<file path="config.mk">
export PLATFORM = sky130hd
export DESIGN_NAME = axi_lite_fifo_master
export DESIGN_NICKNAME = d
export VERILOG_FILES = /design/src/rtl/axi_lite_fifo_master.sv
export SDC_FILE = /design/constraint.sdc
export NUM_CORES = 1
export LEC_CHECK = 0
export CORE_MARGIN = 2
export CORE_UTILIZATION = 40
export CTS_CLUSTER_SIZE = 12
export DETAILED_ROUTE_END_ITERATION = 8
export GPL_TIMING_DRIVEN = 1
export PLACE_DENSITY = 0.9
export SYNTH_ARGS = -nofsm -noshare
export SYNTH_HDL_FRONTEND = slang
export SYNTH_SLANG_ARGS = --single-unit
</file>
<file path="constraint.sdc">
create_clock -name clk -period 5.45 [get_ports clk]
set_input_delay 1.09 -clock clk [delete_from_list [all_inputs] [get_ports clk]]
set_output_delay 1.09 -clock clk [all_outputs]
set_load 0.01 [all_outputs]
</file>
<file path="src/rtl/axi_lite_fifo_master.sv">
// AXI-Lite master for the FIFO slave: local pushes become single-beat writes and
// local read requests become single-beat reads, with one transaction in flight.
module axi_lite_fifo_master #(
    parameter logic [63:0] DEVICE_ADDR = 64'h0000_0000_0000_00aa,
    parameter int          DATA_WIDTH  = 8,
    parameter int          TIMEOUT     = 256,
    parameter int          CNT_WIDTH   = 16
) (
    input  logic                  clk,
    input  logic                  rst_n,
    input  logic                  tx_valid,
    output logic                  tx_ready,
    input  logic [DATA_WIDTH-1:0] tx_data,
    input  logic                  rd_req,
    output logic                  rd_valid,
    input  logic                  rd_ready,
    output logic [DATA_WIDTH-1:0] rd_data,
    output logic [63:0]           AWADDR,
    output logic [2:0]            AWPROT,
    output logic                  AWVALID,
    input  logic                  AWREADY,
    output logic [31:0]           WDATA,
    output logic [3:0]            WSTRB,
    output logic                  WVALID,
    input  logic                  WREADY,
    input  logic [1:0]            BRESP,
    input  logic                  BVALID,
    output logic                  BREADY,
    output logic [63:0]           ARADDR,
    output logic [2:0]            ARPROT,
    output logic                  ARVALID,
    input  logic                  ARREADY,
    input  logic [31:0]           RDATA,
    input  logic [1:0]            RRESP,
    input  logic                  RVALID,
    output logic                  RREADY,
    output logic                  busy,
    output logic                  err_pulse,
    output logic [1:0]            err_code,
    output logic [CNT_WIDTH-1:0]  wr_cnt,
    output logic [CNT_WIDTH-1:0]  rd_cnt,
    output logic [2:0]            dbg_state_o
);

    // Handshakes: a transfer happens on any cycle where valid && ready are both high;
    // a valid, once raised, holds with stable payload until that transfer.

    typedef enum logic [2:0] {
        IDLE         = 3'd0,
        WR_ADDR_DATA = 3'd1,
        WR_RESP      = 3'd2,
        RD_ADDR      = 3'd3,
        RD_DATA      = 3'd4
    } state_e;

    localparam int              NBYTES   = (DATA_WIDTH + 7) / 8;
    localparam logic [3:0]      STRB     = (NBYTES >= 4) ? 4'hF : 4'((1 << NBYTES) - 1);
    localparam int              TW       = (TIMEOUT > 1) ? $clog2(TIMEOUT) : 1;
    localparam logic [TW-1:0]   TMO_LAST = (TIMEOUT > 0) ? TW'(TIMEOUT - 1) : '0;
    localparam logic [1:0]      ERR_WR   = 2'b01;
    localparam logic [1:0]      ERR_RD   = 2'b10;
    localparam logic [1:0]      ERR_TMO  = 2'b11;

    state_e                 state_q, state_d;
    logic                   last_wr_q, last_wr_d;
    logic [31:0]            wdata_q, wdata_d;
    logic                   awvalid_q, awvalid_d;
    logic                   wvalid_q, wvalid_d;
    logic                   bready_q, bready_d;
    logic                   arvalid_q, arvalid_d;
    logic                   rready_q, rready_d;
    logic                   rd_valid_q, rd_valid_d;
    logic [DATA_WIDTH-1:0]  rd_data_q, rd_data_d;
    logic                   err_pulse_q, err_pulse_d;
    logic [1:0]             err_code_q, err_code_d;
    logic [CNT_WIDTH-1:0]   wr_cnt_q, wr_cnt_d;
    logic [CNT_WIDTH-1:0]   rd_cnt_q, rd_cnt_d;
    logic [TW-1:0]          tmo_q, tmo_d;

    logic wr_elig, rd_elig, grant_wr, grant_rd, tmo_hit, done;
    logic unused_rdata;

    assign unused_rdata = ^RDATA;

    assign wr_elig  = tx_valid;
    assign rd_elig  = rd_req && !rd_valid_q;
    // On a tie the side that did not win last time goes next.
    assign grant_wr = (state_q == IDLE) && wr_elig && (!rd_elig || !last_wr_q);
    assign grant_rd = (state_q == IDLE) && rd_elig && (!wr_elig || last_wr_q);
    assign tmo_hit  = (TIMEOUT != 0) && (tmo_q == TMO_LAST);

    always_comb begin
        state_d     = state_q;
        last_wr_d   = last_wr_q;
        wdata_d     = wdata_q;
        awvalid_d   = awvalid_q;
        wvalid_d    = wvalid_q;
        bready_d    = bready_q;
        arvalid_d   = arvalid_q;
        rready_d    = rready_q;
        rd_valid_d  = rd_valid_q;
        rd_data_d   = rd_data_q;
        err_pulse_d = 1'b0;
        err_code_d  = err_code_q;
        wr_cnt_d    = wr_cnt_q;
        rd_cnt_d    = rd_cnt_q;
        tmo_d       = tmo_q + 1'b1;
        done        = 1'b0;

        if (rd_valid_q && rd_ready) begin
            rd_valid_d = 1'b0;
        end

        case (state_q)
            IDLE: begin
                tmo_d = '0;
                if (grant_wr) begin
                    wdata_d   = 32'(tx_data);
                    awvalid_d = 1'b1;
                    wvalid_d  = 1'b1;
                    last_wr_d = 1'b1;
                    state_d   = WR_ADDR_DATA;
                end else if (grant_rd) begin
                    arvalid_d = 1'b1;
                    last_wr_d = 1'b0;
                    state_d   = RD_ADDR;
                end
            end
            WR_ADDR_DATA: begin
                if (AWREADY) awvalid_d = 1'b0;
                if (WREADY)  wvalid_d  = 1'b0;
                if ((!awvalid_q || AWREADY) && (!wvalid_q || WREADY)) begin
                    bready_d = 1'b1;
                    state_d  = WR_RESP;
                end
            end
            WR_RESP: begin
                if (BVALID) begin
                    done     = 1'b1;
                    bready_d = 1'b0;
                    state_d  = IDLE;
                    wr_cnt_d = (wr_cnt_q == '1) ? wr_cnt_q : wr_cnt_q + 1'b1;
                    if (BRESP != 2'b00) begin
                        err_pulse_d = 1'b1;
                        err_code_d  = ERR_WR;
                    end
                end
            end
            RD_ADDR: begin
                if (ARREADY) begin
                    arvalid_d = 1'b0;
                    rready_d  = 1'b1;
                    state_d   = RD_DATA;
                end
            end
            RD_DATA: begin
                if (RVALID) begin
                    done       = 1'b1;
                    rready_d   = 1'b0;
                    rd_data_d  = RDATA[DATA_WIDTH-1:0];
                    rd_valid_d = 1'b1;
                    state_d    = IDLE;
                    rd_cnt_d   = (rd_cnt_q == '1) ? rd_cnt_q : rd_cnt_q + 1'b1;
                    if (RRESP != 2'b00) begin
                        err_pulse_d = 1'b1;
                        err_code_d  = ERR_RD;
                    end
                end
            end
            default: state_d = IDLE;
        endcase

        // A stalled transaction is dropped silently on the bus and reported locally.
        if (state_q != IDLE && !done && tmo_hit) begin
            state_d     = IDLE;
            awvalid_d   = 1'b0;
            wvalid_d    = 1'b0;
            bready_d    = 1'b0;
            arvalid_d   = 1'b0;
            rready_d    = 1'b0;
            err_pulse_d = 1'b1;
            err_code_d  = ERR_TMO;
        end
    end

    always_ff @(posedge clk) begin
        if (!rst_n) begin
            state_q     <= IDLE;
            last_wr_q   <= 1'b0;
            wdata_q     <= '0;
            awvalid_q   <= 1'b0;
            wvalid_q    <= 1'b0;
            bready_q    <= 1'b0;
            arvalid_q   <= 1'b0;
            rready_q    <= 1'b0;
            rd_valid_q  <= 1'b0;
            rd_data_q   <= '0;
            err_pulse_q <= 1'b0;
            err_code_q  <= 2'b00;
            wr_cnt_q    <= '0;
            rd_cnt_q    <= '0;
            tmo_q       <= '0;
        end else begin
            state_q     <= state_d;
            last_wr_q   <= last_wr_d;
            wdata_q     <= wdata_d;
            awvalid_q   <= awvalid_d;
            wvalid_q    <= wvalid_d;
            bready_q    <= bready_d;
            arvalid_q   <= arvalid_d;
            rready_q    <= rready_d;
            rd_valid_q  <= rd_valid_d;
            rd_data_q   <= rd_data_d;
            err_pulse_q <= err_pulse_d;
            err_code_q  <= err_code_d;
            wr_cnt_q    <= wr_cnt_d;
            rd_cnt_q    <= rd_cnt_d;
            tmo_q       <= tmo_d;
        end
    end

    assign tx_ready    = rst_n && grant_wr;
    assign rd_valid    = rd_valid_q;
    assign rd_data     = rd_data_q;
    assign AWADDR      = DEVICE_ADDR;
    assign AWPROT      = 3'b000;
    assign AWVALID     = awvalid_q;
    assign WDATA       = wdata_q;
    assign WSTRB       = STRB;
    assign WVALID      = wvalid_q;
    assign BREADY      = bready_q;
    assign ARADDR      = DEVICE_ADDR;
    assign ARPROT      = 3'b000;
    assign ARVALID     = arvalid_q;
    assign RREADY      = rready_q;
    assign busy        = (state_q != IDLE);
    assign err_pulse   = err_pulse_q;
    assign err_code    = err_code_q;
    assign wr_cnt      = wr_cnt_q;
    assign rd_cnt      = rd_cnt_q;
    assign dbg_state_o = state_q;

endmodule

</file>
Word-level counts from Yosys, hierarchy flattened --
Cells that the tools add are included.
Operators by class: add/subtract/negate cells 3, eq/ne operators 21, mux-type cells 42, bitwise operators 3, reduce and logical (&&, ||, !) cells 45
Operator list (number):
- $add A16 B1 Y16 const B | 2
- $eq A16 B16 Y1 const B | 2
- $mux W1 | 22
- $mux W3 | 6
- $ne A2 B2 Y1 const B | 9
- $reduce_and A3 Y1 | 6
- $ne A3 B3 Y1 const B | 5
- $pmux W3 S5 | 1
- $pmux W1 S2 | 7
- $reduce_bool A2 Y1 | 7
- $logic_and A1 B1 Y1 | 10
- $mux W2 | 5
- $reduce_and A5 Y1 | 2
- $add A8 B1 Y8 const B | 1
- $eq A8 B8 Y1 const B | 1
- $logic_not A1 Y1 | 7
- $eq A3 B2 Y1 const B | 2
- $reduce_and A2 Y1 | 3
- $reduce_bool A3 Y1 | 2
- $logic_or A1 B1 Y1 | 4
- $pmux W2 S2 | 1
- $reduce_and A4 Y1 | 1
- $reduce_or A2 Y1 | 2
- $eq A3 B1 Y1 const B | 1
- 3 further kinds | 5
Storage, ports and cells: bits in registers 69, bits of input ports 54, output and inout port bits 224

Depth between registers and ports, before layout --
depth in word-level cells 7, depth in mapped cells 7, depth with buffers taken out 6

Worst setup path before layout --
OpenSTA, ideal clock, no wires.
kind input to output, start in rd_req, end out tx_ready, arrival time 1.934 ns, required time 4.360 ns, slack 2.426 ns, stages 5, buffers on the path 1, cell sequence nor2b_1 a21oi_1 nand2_1 buf_2 nor2_1
On the way: word-level cells in the longest chain between the ends 5
Ends and longest elaborated chain:
- start, declared | RTL line 14 | input logic rd_req,
- $logic_and A1 B1 Y1 | RTL line 86 | assign rd_elig = rd_req && !rd_valid_q;
- $logic_not A1 Y1 | RTL line 88 | assign grant_wr = (state_q == IDLE) && wr_elig && (!rd_elig || !last_wr_q);
- $logic_or A1 B1 Y1 | RTL line 88
- $logic_and A1 B1 Y1 | RTL line 88
- $logic_and A1 B1 Y1 | RTL line 222 | assign tx_ready = rst_n && grant_wr;
- end, declared | RTL line 12 | output logic tx_ready,
Every way passes these cells.

Final worst setup path --
Ends and elaborated chain as after synthesis.

==> metrics <==
outcome=completed; # DRC=0; Pwr Total=~1.2 mW; Power Internal=around 0.84 mW; nets@finish=672; Finished Core Util=46.46%; worst clock skew=about 0.011 ns; Worst R2R Start=dbg_state_o[2]; Worst Setup SP=rd_req; R2R depth=5; Area Growth Syn to Fin=13.73%; GR Util met1=17.19%; reg-to-reg slack, setup=3.37 ns; Finish-stage setup viols=0; max cap viols=0; IO buf count=91; area of the mapped netlist=4409 um^2; crit path buf inv count=2; Slew headroom=50.92%; post-synth cell types=57; register area share after synthesis=31.33%; initial antenna violation count=0; min cycle time layout=4.131 ns; Switching Fraction=slightly above 30%; total core area=roughly 11000 um^2; fin area=approximately 5000 um^2; worst slack at placement=1.294 ns; commonest cells after routing, fill and taps aside=162 x conb_1, 91 x clkdlybuf4s50_1, 69 x dfxtp_1; R2R Path End=err_code[1]; 1st-iter DRT viols=151; final cycle utilization of the critical path=75.79%; final-report hold violation count=0; Initial DRT Pass Iterations=4; CP arrival=3.04 ns; CP most frequent cell=clkdlybuf4s50_1; gr usage total=14.57%; CTS clk-pin slew, worst paths=0.08 ns; GP Congestion=0.7760; Worst-Skew Late Latency=0.35 ns; effective utilization at floorplan=between 40% and 50%; Via density=between 4 and 5; DIE WIDTH=109.0 um; clock power share=35.0%; Syn Area/Cell=approximately 8.4 um^2; Yosys reg bits=69; largest net degree at the start of global routing=50; Clock Root Buffer=clkbuf_8; Detail Placement HPWL=6.659 mm; most common cell after layout, fill and taps aside=conb_1; floorplan row count=38; CTS resizes=0; Syn. warnings=0; setup TNS=0 ns; largest cells by area after synthesis=dfxtp_1 31%, buf_4 28%, nand2_1 3.7%, a21oi_1 3.5%, nor2_1 3.5%; Slew @ Worst Pin=0.7363 ns; Crit. End Element=output pin; DR vias=3279; post-synth top area share=31.33%; vias in the first global route=2750; most used flip-flop cell after synthesis=dfxtp_1; max incr delay on CP=between 0.5 and 0.6 ns; Async SR Flop Fraction=0%; CP max FO=13; Post-CTS Setup Inserts=0; largest area contributor in the netlist=dfxtp_1; post-cts hold buffer count=0; die footprint=11880 um^2; CTS H-Tree Depth=3; Comb pwr share=19.4%; Bufs on Longest Clock Path=2; switching pwr=0.3745 mW; WL final=just under 9 mm; number of buffers created by CTS=9; Worst Hold Class=reg2reg; Sink Count=69; layout cell share with drive strength beyond 1=under 10%; sequential fraction of design power=between 40% and 50%; Remaining Overflow, GRT=0; GR Util met2=approximately a quarter; placed inst area=4816 um^2; worst-path cell chain=clkdlybuf4s50_1, nor2b_1, a21oi_1, nand2_1, nor2_1, clkdlybuf4s50_1; LEAKAGE=2.037 nW; die height=109.0 um; crit path launch type=input port; crit path to=tx_ready; Detail Route Antenna Nets=0; RSZ-0062 raised after global routing=no; wire per inst=between 10 and 15 um; layer with the highest usage=met2; Crit path required time=4.36 ns; EDFF count, synth=0; fin. max-slew vios=0; I/O pins=278; FMAX=roughly 240 MHz; Gate Count Post-Synth=528; Critical Path Stages=6; maximum vdd drop=0.1596 mV; Crit-path slowest cell=clkdlybuf4s50_1; setup ws final=1.319 ns; met3 Use GR=5.559%; TritonCTS clock tree=yes; critical path class=in2out; first-pass GRT wire length=13.46 mm; CP top delay family=buffers and inverters; power per cell area=242.1 nW/um^2; diodes inserted=0
## layer usage
| metal | wire length [um] | part of all wire [%] |
|---|---|---|
| met4 | 85 | 0.96 |
| met5 | 0 | 0 |
| met3 | 770 | 8.7 |
| met1 | 3587 | 40 |
| met2 | 4414 | 50 |
## synth_stat cells (2+ instances only)
library cell,number
and4_1,3
clkbuf_1,7
mux2i_1,11
nand3_1,13
nor4_1,4
nand2_1,44
inv_1,12
xor2_1,9
and3_1,7
conb_1,2
nand3_2,3
nor2_1,41
nor2b_1,5
xnor2_1,15
o311ai_0,3
buf_2,5
nand4_1,8
nand3b_1,2
buf_6,2
ha_1,3
or3_1,7
nand2b_1,6
o21a_1,2
dfxtp_1,69
buf_4,162
a21oi_1,31
o21ai_0,11
nor3_1,11
a2111o_1,2
## how the worst min path moves through the flow
| stage | start | to | slack [ns] | depth (start not counted) |
|---|---|---|---|---|
| after floorplan | tmo_q[0] | tmo_q[0] | 0.43 | 1 |
| after global placement | tmo_q[0] | tmo_q[0] | 0.44 | 1 |
| after detailed placement | rd_data[0] | rd_data[0] | 0.45 | 2 |
| after CTS | rd_data[0] | rd_data[0] | 0.46 | 2 |
| after global routing | rd_data[1] | rd_data[1] | 0.48 | 2 |
| final | rd_data[0] | rd_data[0] | 0.45 | 2 |
## logic make-up after synthesis
kind of cell	count (synthesis)	synth area share (%)
muxes	11	2.497
xor gates and xnor gates	24	4.768
adders and majority gates	3	0.8514
other	2	0.1703
AOI/OAI and AO/OA	63	9.620
DFF	69	31.33
buffers and inverters	189	30.39
and+or+nand+nor	167	20.37
## metrics by stage
step / hold WS (ns) / cells
2_1_floorplan: 0.4258 / 688
3_3_place_gp: 0.4401 / 744
3_5_place_dp: 0.4478 / 744
4_1_cts: 0.4587 / 760
5_1_grt: 0.4781 / 760
6_report: 0.4540 / 760
## worst register-to-register path, cell delays in order, from the launching register on
cell and delay [ns]:
dfxtp_1 0.61, nand3b_1 0.22, nand2b_1 0.54, nor3_1 0.39, a21o_1 0.13, a21oi_1 0.06
## cell type report
| cell class | instances | area [um^2] |
|---|---|---|
| tap | 140 | 175.2 |
| inverter | 12 | 45.04 |
| multi-input combinational | 430 | 2288 |
| clock buffer | 9 | 123.9 |
| timing repair buffer | 93 | 925.9 |
| fill | 1056 | 5778 |
| clock inverter | 7 | 75.07 |
| sequential | 69 | 1381 |
## power groups by stage
stage | Combinational [mW] | Sequential (mW) | Clock [mW]
4_1_cts | 0.235 | 0.554 | 0.437
6_report | 0.235 | 0.554 | 0.425
3_5_place_dp | 0.234 | 0.566 | 0
3_3_place_gp | 0.232 | 0.564 | 0
2_1_floorplan | 0.235 | 0.564 | 0
5_1_grt | 0.263 | 0.560 | 0.459
## sequential cells by signal, indices dropped and copies added, names as in the netlist
| register | count |
|---|---|
| rd_cnt | 16 |
| wr_cnt | 16 |
| WDATA | 8 |
| rd_data | 8 |
| tmo_q | 8 |
| dbg_state_o | 3 |
| err_code | 2 |
| ARVALID | 1 |
| AWVALID | 1 |
| BREADY | 1 |
| RREADY | 1 |
| WVALID | 1 |
| err_pulse | 1 |
| last_wr_q | 1 |
| rd_valid | 1 |
Power figures use the tool's default switching activity.
